File: src/rtl/pill_count_display.sv
// Pill counter: counts pill-eaten collisions and shows the total (0..999)
// as three active-low seven-segment digits.
// Ports: CLOCK_50 clock, reset async active-high, collision_type[3:0] code
// (4'b0010 = pill), hex1/hex2/hex3 hundreds/tens/ones segments {g..a}.
// Optional macro PILL_LEADING_ZERO_BLANK_EN blanks leading zero digits.
module pill_count_display (
  input  logic       CLOCK_50,
  input  logic       reset,
  input  logic [3:0] collision_type,
  output logic [6:0] hex1,
  output logic [6:0] hex2,
  output logic [6:0] hex3
);

  typedef enum logic {
    HOLD = 1'b0,
    INCR = 1'b1
  } state_t;

  localparam logic [3:0] PILL_CODE = 4'b0010;
  localparam logic [9:0] CNT_MAX   = 10'd999;

  state_t     ps_q, ps_d;
  logic [9:0] cnt_q, cnt_d;

  logic [11:0] bcd_w;
  logic [3:0]  hund_w, tens_w, ones_w;
  logic        en1_w, en2_w, en3_w;

  // Shift-add-3: adjust each BCD nibble >= 5 before every shift.
  function automatic logic [11:0] bcd_3b(input logic [9:0] bin);
    logic [21:0] sh;
    sh = {12'd0, bin};
    for (int i = 0; i < 10; i++) begin
      if (sh[13:10] >= 4'd5) sh[13:10] = sh[13:10] + 4'd3;
      if (sh[17:14] >= 4'd5) sh[17:14] = sh[17:14] + 4'd3;
      if (sh[21:18] >= 4'd5) sh[21:18] = sh[21:18] + 4'd3;
      sh = sh << 1;
    end
    return sh[21:10];
  endfunction

  function automatic logic [6:0] hexto7segment(
    input logic [3:0] in,
    input logic       enable
  );
    logic [6:0] seg;
    unique case (in)
      4'h0: seg = 7'b1000000;
      4'h1: seg = 7'b1111001;
      4'h2: seg = 7'b0100100;
      4'h3: seg = 7'b0110000;
      4'h4: seg = 7'b0011001;
      4'h5: seg = 7'b0010010;
      4'h6: seg = 7'b0000010;
      4'h7: seg = 7'b1111000;
      4'h8: seg = 7'b0000000;
      4'h9: seg = 7'b0010000;
      4'hA: seg = 7'b0001000;
      4'hB: seg = 7'b0000011;
      4'hC: seg = 7'b1000110;
      4'hD: seg = 7'b0100001;
      4'hE: seg = 7'b0000110;
      4'hF: seg = 7'b0001110;
      default: seg = 7'b1111111;
    endcase
    return enable ? seg : 7'b1111111;
  endfunction

  always_ff @(posedge CLOCK_50 or posedge reset) begin
    if (reset) begin
      ps_q  <= HOLD;
      cnt_q <= '0;
    end else begin
      ps_q  <= ps_d;
      cnt_q <= cnt_d;
    end
  end

  // INCR lasts exactly one cycle, so a held pill code
  // counts once every two cycles.
  always_comb begin
    ps_d  = ps_q;
    cnt_d = cnt_q;
    unique case (ps_q)
      HOLD: begin
        if (collision_type == PILL_CODE) ps_d = INCR;
      end
      INCR: begin
        ps_d = HOLD;
        if (cnt_q != CNT_MAX) cnt_d = cnt_q + 10'd1;
      end
      default: ps_d = HOLD;
    endcase
  end

  always_comb begin
    bcd_w  = bcd_3b(cnt_q);
    hund_w = bcd_w[11:8];
    tens_w = bcd_w[7:4];
    ones_w = bcd_w[3:0];
  end

`ifdef PILL_LEADING_ZERO_BLANK_EN
  assign en1_w = (hund_w != 4'd0);
  assign en2_w = (hund_w != 4'd0) || (tens_w != 4'd0);
  assign en3_w = 1'b1;
`else
  assign en1_w = 1'b1;
  assign en2_w = 1'b1;
  assign en3_w = 1'b1;
`endif

  assign hex1 = hexto7segment(hund_w, en1_w);
  assign hex2 = hexto7segment(tens_w, en2_w);
  assign hex3 = hexto7segment(ones_w, en3_w);

endmodule

File: config.mk
export PLATFORM = sky130hd
export DESIGN_NAME = pill_count_display
export DESIGN_NICKNAME = d
export VERILOG_FILES = /design/src/rtl/pill_count_display.sv
export SDC_FILE = /design/constraint.sdc
export NUM_CORES = 1
export LEC_CHECK = 0
export ABC_AREA = 1
export BUFFER_PORTS_ARGS = -buffer_cell sky130_fd_sc_hd__buf_2
export CORE_UTILIZATION = 55
export DETAILED_ROUTE_END_ITERATION = 8
export PLACE_DENSITY = 0.81
export SETUP_SLACK_MARGIN = 0.5
export SKIP_CTS_REPAIR_TIMING = 1
export SLEW_MARGIN = 20
export SYNTH_ARGS = -nofsm -noshare
export SYNTH_HDL_FRONTEND = slang
export SYNTH_SLANG_ARGS = --single-unit
File: constraint.sdc
create_clock -name CLOCK_50 -period 16.7 [get_ports CLOCK_50]
set_input_delay 2.505 -clock CLOCK_50 [delete_from_list [all_inputs] [get_ports CLOCK_50]]
set_output_delay 2.505 -clock CLOCK_50 [all_outputs]
set_load 0.01 [all_outputs]
==> flow_summary.toml, run 1 <==
[status]
outcome = "finished, final reports clean"

[critical_path]
crit_path_end_kind = "primary output"
crit_family = "simple AND/OR/NAND/NOR gates"
cpPeakStageDelay_ns = 0.45
startpoint_type = "flip-flop"
crit_slowest_cell = "dfrtp_1"
required_ns = 14.20
crit_arrival_ns = 6.93
path_max_fanout = 7
path_class = "reg2out"
cpMostUsedCell = "nand2_1"
crit_buf_inv = 14

[yosys]
synth_seq_area_share = 0.111
ys_seq_elements = 11
synth.avg_cell_area_um2 = 6.10
syn_nets = 444
netlist_instances = 407
synth_cell_types = 35
yosysWarnings = 0
syn_area_um2 = 2480

[finish]
fin_util = 0.624
diodes = 0
final_cells = 487
syn2layout_area_growth_pct = 9.37
fin_nets = 473
drive_gt1_frac = 0.193

[placed_design]
hpwl_um = 3900
place_congestion = 0.871
dp.cells = 483
port-buffer-count = 26

[clock_tree]
clkTransAtPathRegs_ns = 0.05
htreeDepth = 1
numCtsBuffers = 3
clock_sinks = 11
clock_latency_ns = 0.23
cts_tree = "built"
cts_root_buf = "clkbuf_8"
cts.path.max_buffers = 2

[timing]
tightest_slew_ns = 0.571
finClkSkew_ns = 0.000597
slew_headroom = 0.614
finalHoldViolCount = 0
setup-tns-final_ns = 0
setup_viol = 0
final.period_utilization = 0.565
min_period_ns = 9.44
slew_viol_final = 0
rsz0062_at_grt = "no"
max_freq_mhz = 106

[drt]
drt-initial-drc-count = 81
routed_via_density = 5.21
num_vias = 2537
wl_per_cell_um = 9.55
routed_wl_um = 4650
drc = 0
antenna_left = 0
dr.pass1.iters = 4

[grt]
grt-busiest-layer = "met2"
grt.total_usage = 0.205
grt_pass1_vias = 2211
use_met1 = 0.279
met3_usage = 0.00436
overflow = 0
antenna_found_initial = 0
grt_max_degree = 12
grt_pass1_wl_um = 8760
use_met2 = 0.365

[power_and_ir_drop]
vdd_drop_max_v = 0.000115
power_density_nw_per_um2 = 62.2
leakage_nw = 1.83

[job]
maxCapViolCount = 0

[die]
design.portCount = 27
core-area_um2 = 4350
dieArea_um2 = 4790
rows = 24
start_util = 0.570
die_h_um = 69.2
die_x_um = 69.2

[hold_path]
worstHoldPathType = "reg2reg"
-- metrics by stage --
| stage | power, mW | setup WS, ns | hold WS (ns) | area (µm²) |
|---|---|---|---|---|
| 2_1_floorplan | 0.116 | 8.27 | 0.407 | 2480 |
| 3_3_place_gp | 0.140 | 7.81 | 0.425 | 2670 |
| 3_5_place_dp | 0.142 | 7.54 | 0.430 | 2670 |
| 4_1_cts | 0.169 | 7.27 | 0.436 | 2720 |
| 5_1_grt | 0.187 | 6.37 | 0.460 | 2720 |
| 6_report | 0.169 | 7.26 | 0.431 | 2720 |
-- final timing paths --
kind                               start  endpoint  slack, ns  cells after the start
worst max-delay path            cnt_q[7]   hex2[6]       7.26                     56
worst min-delay path                ps_q      ps_q       0.43                      1
worst max register to register  cnt_q[1]  cnt_q[9]      14.30                      8
worst min register to register      ps_q      ps_q       0.43                      1
max in group asynchronous          reset  cnt_q[1]      14.16                      2
min in group asynchronous          reset  cnt_q[8]       2.25                      2
-- Yosys cell counts --
master	instances	area (µm²)
nand2_1	129	484
nand3_1	59	295
inv_1	54	203
ha_1	31	388
nand2_2	26	163
xor2_1	13	114
dfrtp_1	11	275
nand4_1	10	62.6
inv_2	9	33.8
nor2_1	8	30.0
nand3_2	7	70.1
o21ai_0	6	30.0
o21ai_1	5	25.0
nand2_4	4	45.0
nand3b_1	4	30.0
nor3_1	4	20.0
o22ai_1	4	25.0
a21oi_1	3	15.0
and2_1	2	12.5
clkbuf_1	2	7.51
o21ai_2	2	17.5
a211oi_2	1	12.5
a21o_1	1	7.51
a31oi_1	1	6.26
a41oi_1	1	8.76
and2_4	1	8.76
clkinv_1	1	3.75
nand3_4	1	17.5
nor2_2	1	6.26
nor4_1	1	6.26
o21ai_4	1	16.3
o22ai_2	1	12.5
or2_1	1	6.26
xnor2_1	1	8.76
xnor2_2	1	16.3
-- flip-flops by register name (all words and copies together) (netlist names) --
signal,flops
cnt_q,10
ps_q,1
-- final cells by class --
| cell class | count | area [µm²] |
|---|---|---|
| fill | 390 | 1640 |
| timing repair buffer | 26 | 130 |
| sequential | 11 | 275 |
| multi-input combinational | 330 | 1960 |
| clock buffer | 4 | 45.0 |
| tap | 52 | 65.1 |
| inverter | 64 | 240 |
-- where the power goes --
group          leakage, nW  total [mW]  internal [mW]  switching (mW)
logic                 1.65       0.103         0.0390          0.0636
clock network       0.0228      0.0261         0.0167         0.00943
registers            0.149      0.0403         0.0307         0.00952
-- cell usage in the layout, fill, tap and decap left out, types with 2 or more instances in the layout --
master | netlist | final
a21oi_1 | 3 | 3
nor2_1 | 8 | 8
nand2_2 | 26 | 26
nand4_1 | 10 | 10
inv_2 | 9 | 9
and2_1 | 2 | 2
nor3_1 | 4 | 4
inv_1 | 54 | 54
o22ai_1 | 4 | 4
xor2_1 | 13 | 13
clkbuf_8 | 0 | 3
nand2_1 | 129 | 129
nand3b_1 | 4 | 4
dfrtp_1 | 11 | 11
ha_1 | 31 | 31
nand2_4 | 4 | 4
nand3_1 | 59 | 59
o21ai_2 | 2 | 2
buf_2 | 0 | 26
o21ai_0 | 6 | 6
o21ai_1 | 5 | 5
nand3_2 | 7 | 7
-- logic make-up (layout without fill, tap and decap cells) --
kind of cell,Yosys count,count (layout),share of synthesized area
fa+ha+maj,31,31,0.156
xor+xnor,15,15,0.0559
simple gates,258,258,0.506
compound gates,26,26,0.0710
buf+inv,66,94,0.0997
flops,11,11,0.111
-- metal layers --
layer | wire, µm | vias up | part of all wire
met2 | 2230 | 32 | 0.48
met3 | 61 | 4 | 0.013
met4 | 38 | 0 | 0.0082
met1 | 2330 | 1129 | 0.50
li1 | - | 1372 | -
met5 | 0 | - | 0
No activity file was read; power rests on OpenSTA's default activity.
==> run 2: changes to the inputs <==
==> constraint.sdc (replaced) <==
create_clock -name CLOCK_50 -period 9 [get_ports CLOCK_50]
set_input_delay 1.35 -clock CLOCK_50 [delete_from_list [all_inputs] [get_ports CLOCK_50]]
set_output_delay 1.35 -clock CLOCK_50 [all_outputs]
set_load 0.01 [all_outputs]
==> flow_summary.toml, run 2 (synthesis results as in run 1) <==
[status]
outcome = "finished, final reports clean"

[timing]
slew_headroom = 0.632
setup-tns-final_ns = 0
setup_viol = 0
slew_viol_final = 0
tightest_slew_ns = 0.545
min_period_ns = 7.77
final.period_utilization = 0.863
finClkSkew_ns = 0.00250
max_freq_mhz = 129
rsz0062_at_grt = "no"
finalHoldViolCount = 0

[grt]
grt.total_usage = 0.216
grt_pass1_vias = 2390
grt_max_degree = 12
overflow = 0
antenna_found_initial = 0
grt_pass1_wl_um = 9230

[clock_tree]
htreeDepth = 1
cts_tree = "built"
clock_sinks = 11
numCtsBuffers = 3
cts_root_buf = "clkbuf_8"
cts.path.max_buffers = 2
clkTransAtPathRegs_ns = 0.05
clock_latency_ns = 0.24

[critical_path]
crit_path_start = "cnt_q[7]"
r2r_cells = 8
path_max_fanout = 7
startpoint_type = "flip-flop"
crit_end = "hex2[6]"
crit_arrival_ns = 6.42
path_class = "reg2out"
cpPeakStageDelay_ns = 0.43
crit_slowest_cell = "dfrtp_2"
worstReg2RegStart = "cnt_q[0]"
cpMostUsedCell = "nand2_1"
ff2ff_setup_slack_ns = 6.59
crit_path_end_kind = "primary output"
timing.rr.end = "cnt_q[7]"
required_ns = 7.65

[power_and_ir_drop]
power_density_nw_per_um2 = 114
vdd_drop_max_v = 0.000176
leakage_nw = 1.86

[placed_design]
hpwl_um = 3870
dp.cells = 483
port-buffer-count = 26
place_congestion = 0.873

[die]
die_x_um = 69.2
core-area_um2 = 4350
dieArea_um2 = 4790
start_util = 0.570
die_h_um = 69.2
design.portCount = 27
rows = 24

[finish]
layout_commonest_cell = "nand2_1"
syn2layout_area_growth_pct = 12.2
diodes = 0
largestRegisters = "cnt_q (10), ps_q (1)"
top_register = "cnt_q"
fin_nets = 479
largest_register_ffs = 10
drive_gt1_frac = 0.227
final_cell_mix = "nand2_1, nand3_1, inv_1, ha_1, nand2_2"
final_cells = 493

[drt]
antenna_left = 0
drt-initial-drc-count = 106
wl_per_cell_um = 9.73
dr.pass1.iters = 4
routed_via_density = 5.26
routed_wl_um = 4800
drc = 0
num_vias = 2593

[hold_path]
worstHoldPathType = "reg2reg"

[job]
maxCapViolCount = 0
[run 2: stage by stage]
| step | utilization | hold slack [ns] | setup slack, ns | power (mW) | cell area [µm²] |
|---|---|---|---|---|---|
| CTS | 0.624 | 0.444 | 0.763 | 0.315 | 2720 |
| global route | 0.640 | 0.469 | 0.494 | 0.351 | 2790 |
| detailed placement | 0.614 | 0.438 | 1.06 | 0.265 | 2670 |
| global placement | 0.614 | 0.425 | 1.22 | 0.261 | 2670 |
| finish | 0.640 | 0.444 | 1.23 | 0.317 | 2790 |
| floorplan | - | 0.407 | 1.73 | 0.215 | 2480 |
[run 2: cell type report]
class | instances | area, µm²
Clock buffer | 4 | 45.0
Timing Repair Buffer | 32 | 175
Sequential cell | 11 | 277
Inverter | 64 | 240
Fill cell | 389 | 1570
Multi-Input combinational cell | 330 | 1990
Tap cell | 52 | 65.1
[run 2: worst max-delay path, delay by kind of cell (launching register included)]
| family | cells | cell delay, ns |
|---|---|---|
| AOI/OAI and AO/OA | 1 | 0.19 |
| and+or+nand+nor | 30 | 2.83 |
| buffers and inverters | 14 | 0.95 |
| DFF | 1 | 0.43 |
| adders and majority gates | 10 | 1.75 |
[run 2: power by group]
part	total (mW)	switching [mW]	internal, mW	leakage [nW]
sequential	0.0754	0.0184	0.0570	0.147
clock	0.0500	0.0189	0.0311	0.0228
combinational	0.191	0.119	0.0723	1.69
total	0.317	0.156	0.160	1.86
[run 2: how the worst min path moves through the flow]
| stage | startpoint | end | slack [ns] | depth (start not counted) |
|---|---|---|---|---|
| 6_report | ps_q | ps_q | 0.44 | 1 |
| 5_1_grt | ps_q | ps_q | 0.47 | 1 |
| 4_1_cts | ps_q | ps_q | 0.44 | 1 |
| 3_5_place_dp | ps_q | ps_q | 0.44 | 1 |
| 3_3_place_gp | ps_q | ps_q | 0.43 | 1 |
| 2_1_floorplan | ps_q | ps_q | 0.41 | 1 |
[run 2: per-layer routing]
| metal | GRT usage | vias up | share of wire |
|---|---|---|---|
| li1 | - | 1392 | - |
| met1 | 0.277 | 1153 | 0.48 |
| met2 | 0.394 | 45 | 0.49 |
| met3 | 0.0160 | 3 | 0.026 |
| met4 | 0.0431 | 0 | 0.0050 |
| met5 | 0 | - | 0 |
